### src/rtl/aes_arbiter.sv
// Two-requester round-robin front end for a single AES core.
// Launches one core operation at a time, with a WAIT-state timeout that aborts a hung core.
module aes_arbiter #(
    parameter logic [15:0] TIMEOUT = 16'd1000
) (
    input  logic         clk,
    input  logic         rst_n,
    input  logic         req0,
    input  logic         req1,
    input  logic [127:0] plain0,
    input  logic [127:0] plain1,
    input  logic [127:0] key0,
    input  logic [127:0] key1,
    output logic         aes_start,
    output logic [127:0] aes_plain,
    output logic [127:0] aes_key,
    input  logic         aes_done,
    input  logic [127:0] aes_cipher,
    output logic         rsp_valid0,
    output logic         rsp_valid1,
    output logic         rsp_err,
    output logic [127:0] rsp_cipher,
    output logic         busy
);

    typedef enum logic [1:0] {
        ST_IDLE   = 2'd0,
        ST_LAUNCH = 2'd1,
        ST_WAIT   = 2'd2,
        ST_RESP   = 2'd3
    } state_t;

    state_t         state_q, state_d;
    logic           grant_q, grant_d;
    logic           last_q, last_d;
    logic [15:0]    cnt_q, cnt_d;
    logic [127:0]   plain_q, plain_d;
    logic [127:0]   key_q, key_d;
    logic [127:0]   cipher_q, cipher_d;
    logic           err_q, err_d;
    logic           arb_grant;

    // On a tie the requester that was not served last wins.
    always_comb begin
        arb_grant = 1'b0;
        if (req0 && req1) begin
            arb_grant = ~last_q;
        end else if (req1) begin
            arb_grant = 1'b1;
        end
    end

    always_comb begin
        state_d  = state_q;
        grant_d  = grant_q;
        last_d   = last_q;
        cnt_d    = cnt_q;
        plain_d  = plain_q;
        key_d    = key_q;
        cipher_d = cipher_q;
        err_d    = err_q;
        case (state_q)
            ST_IDLE: begin
                if (req0 || req1) begin
                    grant_d = arb_grant;
                    plain_d = arb_grant ? plain1 : plain0;
                    key_d   = arb_grant ? key1 : key0;
                    state_d = ST_LAUNCH;
                end
            end
            ST_LAUNCH: begin
                cnt_d   = 16'd0;
                state_d = ST_WAIT;
            end
            ST_WAIT: begin
                // A completion landing on the timeout cycle still counts as success.
                if (aes_done) begin
                    cipher_d = aes_cipher;
                    err_d    = 1'b0;
                    state_d  = ST_RESP;
                end else if (cnt_q + 16'd1 == TIMEOUT) begin
                    cnt_d    = cnt_q + 16'd1;
                    cipher_d = '0;
                    err_d    = 1'b1;
                    state_d  = ST_RESP;
                end else begin
                    cnt_d = cnt_q + 16'd1;
                end
            end
            ST_RESP: begin
                last_d  = grant_q;
                state_d = ST_IDLE;
            end
            default: begin
                state_d = ST_IDLE;
            end
        endcase
    end

    always_ff @(posedge clk or negedge rst_n) begin
        if (!rst_n) begin
            state_q  <= ST_IDLE;
            grant_q  <= 1'b0;
            last_q   <= 1'b1;
            cnt_q    <= 16'd0;
            plain_q  <= '0;
            key_q    <= '0;
            cipher_q <= '0;
            err_q    <= 1'b0;
        end else begin
            state_q  <= state_d;
            grant_q  <= grant_d;
            last_q   <= last_d;
            cnt_q    <= cnt_d;
            plain_q  <= plain_d;
            key_q    <= key_d;
            cipher_q <= cipher_d;
            err_q    <= err_d;
        end
    end

    assign aes_start  = (state_q == ST_LAUNCH);
    assign busy       = (state_q != ST_IDLE);
    assign rsp_valid0 = (state_q == ST_RESP) && !grant_q;
    assign rsp_valid1 = (state_q == ST_RESP) && grant_q;
    assign rsp_err    = err_q;
    assign rsp_cipher = cipher_q;
    assign aes_plain  = plain_q;
    assign aes_key    = key_q;

endmodule

### config.mk
export PLATFORM = sky130hd
export DESIGN_NAME = aes_arbiter
export DESIGN_NICKNAME = d
export VERILOG_FILES = /design/src/rtl/aes_arbiter.sv
export SDC_FILE = /design/constraint.sdc
export NUM_CORES = 1
export LEC_CHECK = 0
export ABC_CLOCK_PERIOD_IN_PS = 2450
export BUFFER_PORTS_ARGS = -buffer_cell sky130_fd_sc_hd__buf_2
export CORE_AREA = 2 2 407 409
export DETAILED_ROUTE_END_ITERATION = 8
export DIE_AREA = 0 0 409 411
export GPL_TIMING_DRIVEN = 0
export HOLD_SLACK_MARGIN = 0.02
export PLACE_DENSITY = 0.3
export SETUP_SLACK_MARGIN = 0.05
export SLEW_MARGIN = 20
export SYNTH_ARGS = -nofsm -noshare
export SYNTH_HDL_FRONTEND = slang
export SYNTH_SLANG_ARGS = --single-unit
### constraint.sdc
create_clock -name clk -period 2.45 [get_ports clk]
set_input_delay 0.1225 -clock clk [delete_from_list [all_inputs] [get_ports clk]]
set_output_delay 0.1225 -clock clk [all_outputs]
set_load 0.01 [all_outputs]
==> summary.md <==
| Metric | Value |
|---|---|
| Status | `finished, final reports clean` |
| Area growth, synth to finish | `95.0%` |
| Period minus WS final | `2.36 ns` |
| Hold EP | `state_q[1]` |
| Global-route usage over all layers | `0.142` |
| Clock buffer count from CTS | `56` |
| Internal | `21.4 mW` |
| Hpwl dp | `96800 um` |
| Largest net degree at the start of global routing | `82` |
| F_max | `424 MHz` |
| CP Data Arrival Time | `2.88 ns` |
| Seq pwr share | `0.317` |
| Cell Rows | `149` |
| Hold Crit Depth | `6` |
| RR Endpoint | `rsp_cipher[85]` |
| RSZ-0062 raised after global routing | `yes` |
| Clk pwr share | `0.233` |
| CP max FO | `6` |
| Hold WC Path Type | `in2reg` |
| Max transition margin | `0.362` |
| Vert. Die Dim | `411 um` |
| Critical path class | `reg2reg` |
| Pwr/cell area | `1020 nW/um2` |
| Critical path origin | `cnt_q[0]` |
| Most common cell after layout, fill and taps aside | `buf_2` |
| Final period utilization | `0.962` |
| P_sw | `15.9 mW` |
| Area of the die | `168000 um2` |
| Detailed Route WL | `126000 um` |
| Clock sink count | `405` |
| # DRC | `0` |
| Avg Cell Area, Syn | `10.2 um2` |
| Type of origin of the critical path | `flop` |
| Starting DRT DRC Count | `1189` |
| Final ANT Viol Nets | `0` |
| Fraction of layout cells with a size suffix above 1 | `0.376` |
| First-pass GRT wire length | `172000 um` |
| Start of the worst register-to-register path | `cnt_q[0]` |
| Drt wl/cell | `21.5 um` |
| Commonest non-fill, non-tap cells in the layout | `1045 x buf_2, 643 x dlygate4sd3_1, 399 x dfrtp_1` |
| Peak supply drop | `473 uV` |
| Clk buf depth | `3` |
| Setup crit end kind | `flop` |
| Grt total ovfl | `0` |
| Multi-input logic area | `8520 um2` |
| Worst-margin pin slew | `0.957 ns` |
| Die span in x | `409 um` |
| Switching part of the total | `0.426` |
| CTS tree | `built` |
| Root buf cell | `clkbuf_16` |
| Clk pin slew, worst setup/hold paths | `0.06 ns` |
| Pins Over Slew Limit | `0` |
| Static Leak | `16.8 nW` |
| Cell count after placement | `5069` |
| Syn_nets | `2489` |
| Core Box Area | `164000 um2` |
| Vias in the first global route | `22816` |
| WP data required | `2.98 ns` |
| Vias | `21734` |
| Register area share after synthesis | `0.539` |
| FILL cells | `17987` |
| Tot Pwr | `37.2 mW` |
| Nets | `4259` |
| Max-Cap Viols | `0` |
| Synth Cell Area | `18800 um2` |
| Yosys warns | `0` |
| I/O Pins | `1034` |
| Initial antenna violation count | `34` |
| Fin. Hold Viols | `0` |
| Reg-to-reg setup timing slack | `0.09 ns` |
| Port Buffers | `1033` |
| Vias per cell | `3.71` |
| Seq cells post-synth | `405` |
| Drt pass-1 iters | `5` |
| Setup ws final | `0.0930 ns` |
| Global placer's final weighted congestion | `0.888` |
| Pre-CTS setup slack | `-1.27 ns` |
| Non-Filler Instances | `5851` |
| Syn Inst Count | `1838` |
| Initial core utilization | `0.115` |
| Worst hold path startpoint | `req0` |
| Setup Skew | `0.0277 ns` |
| Final Setup Violations | `0` |
| Combinational power share | `0.450` |
| Register-to-Register Path Depth | `11` |
| Netlist cell types | `46` |
| H-tree Lvls | `2` |
| Clock latency on the worst-skew pair | `0.65 ns` |
| Register area | `10100 um2` |
## flip-flops by register name, summed over array words and instances (netlist names)
| name | cells |
|---|---|
| aes_key | 128 |
| aes_plain | 128 |
| rsp_cipher | 128 |
| cnt_q | 16 |
| state_q | 2 |
| grant_q | 1 |
| last_q | 1 |
| rsp_err | 1 |
## worst max-delay path by stage
stage | endpoint | slack, ns | depth (start not counted)
2_1_floorplan | rsp_cipher[100] | 0.06 | 10
3_3_place_gp | aes_key[107] | -8.78 | 1
3_5_place_dp | aes_key[110] | -1.27 | 9
4_1_cts | rsp_cipher[84] | -0.04 | 12
5_1_grt | rsp_cipher[85] | -0.02 | 11
6_report | rsp_cipher[85] | 0.09 | 11
## cells by family after synthesis
family,Yosys count,synth area share
AOI/OAI and AO/OA,565,0.171
DFF,405,0.539
xor gates and xnor gates,1,0.000466
adders and majority gates,6,0.00399
muxes,260,0.139
and+or+nand+nor,448,0.113
buffers and inverters,153,0.0341
## layout make-up
cell class / count / area share
Inverter: 4 / 0.000410
Antenna cell: 13 / 0.000888
Sequential cell: 405 / 0.277
Timing Repair Buffer: 1716 / 0.336
Buffer: 145 / 0.0264
Multi-Input combinational cell: 1280 / 0.233
Clock inverter: 16 / 0.00666
Clock buffer: 83 / 0.0454
Tap cell: 2189 / 0.0748
## power by group through the flow
stage | logic (mW) | clock network (mW) | registers (mW)
floorplan | 5.62 | 0 | 12.8
global placement | 15.4 | 0 | 11.8
detailed placement | 15.5 | 0 | 11.9
CTS | 16.8 | 9.07 | 11.8
global route | 18.5 | 9.32 | 12.2
finish | 16.7 | 8.67 | 11.8
## worst max-delay path: stages (launching register included)
cell and delay, ns:
dfrtp_2 0.40, ha_4 0.18, nand3_4 0.10, nor3_4 0.17, mux2_4 0.33, a2bb2oi_4 0.15
nor3_4 0.21, buf_12 0.15, buf_12 0.14, buf_16 0.15, clkbuf_16 0.16, o21ai_4 0.05
## repair_timing
action | 4_1_cts | 5_1_grt
gates resized for setup | 240 | 153
hold endpoints to repair | 564 | 0
hold buffers | 644 | 0
setup endpoints to repair | 398 | 326
gates cloned | 6 | 6
buffers inserted | 15 | 6
pin swaps | 29 | 50
## per-stage QoR
step / instance area [um2] / hold WS, ns / setup TNS, ns / utilization
6_report: 36600 / 0.0781 / 0 / 0.224
5_1_grt: 36600 / 0.124 / -0.108 / 0.223
4_1_cts: 36200 / 0.0231 / -1.16 / 0.221
3_5_place_dp: 26900 / 0.0140 / -357.51 / 0.164
3_3_place_gp: 26700 / 0.358 / -4288.99 / 0.163
2_1_floorplan: 18800 / -0.173 / 0 / -
## synthesized netlist by cell type (all sizes together)
cell     number  area [um2]
dfstp         1        26.3
a22oi       128         961
a21boi        1        7.51
and2          3        18.8
nor2b         2        12.5
o22ai         2        12.5
nand4         4        25.0
or3           1        6.26
nor3          4        47.5
buf          38         208
ha            6        75.1
or4           1        7.51
nand2       274        1030
o21ai       411        2060
nor4          3        18.8
xnor2         1        8.76
mux2i       258        2580
o41ai         2        17.5
inv           4        15.0
a31oi         7        43.8
nand4b        1        8.76
nand3b        1        7.51
clkbuf      111         418
nand2b      129         807
nand3         9        57.6
mux2          2        22.5
a21oi         5        25.0
nor2         12        45.0
a22o          3        26.3
nor4b         2        17.5
o31ai         1        7.51
o211ai        1        7.51
dfrtp       404       10100
o31a          2        17.5
and3          2        12.5
a2bb2oi       1        15.0
a211o         1        8.76
## per-layer routing
metal | global-route usage | wire length (um) | vias to the layer above
met3 | 0.0485 | 10700 | 181
met1 | 0.168 | 50100 | 10631
met2 | 0.239 | 60600 | 826
met5 | 0 | 103 | -
met4 | 0.0494 | 3990 | 16
li1 | - | - | 10080
Note: power is estimated with default switching activity, not from simulation.
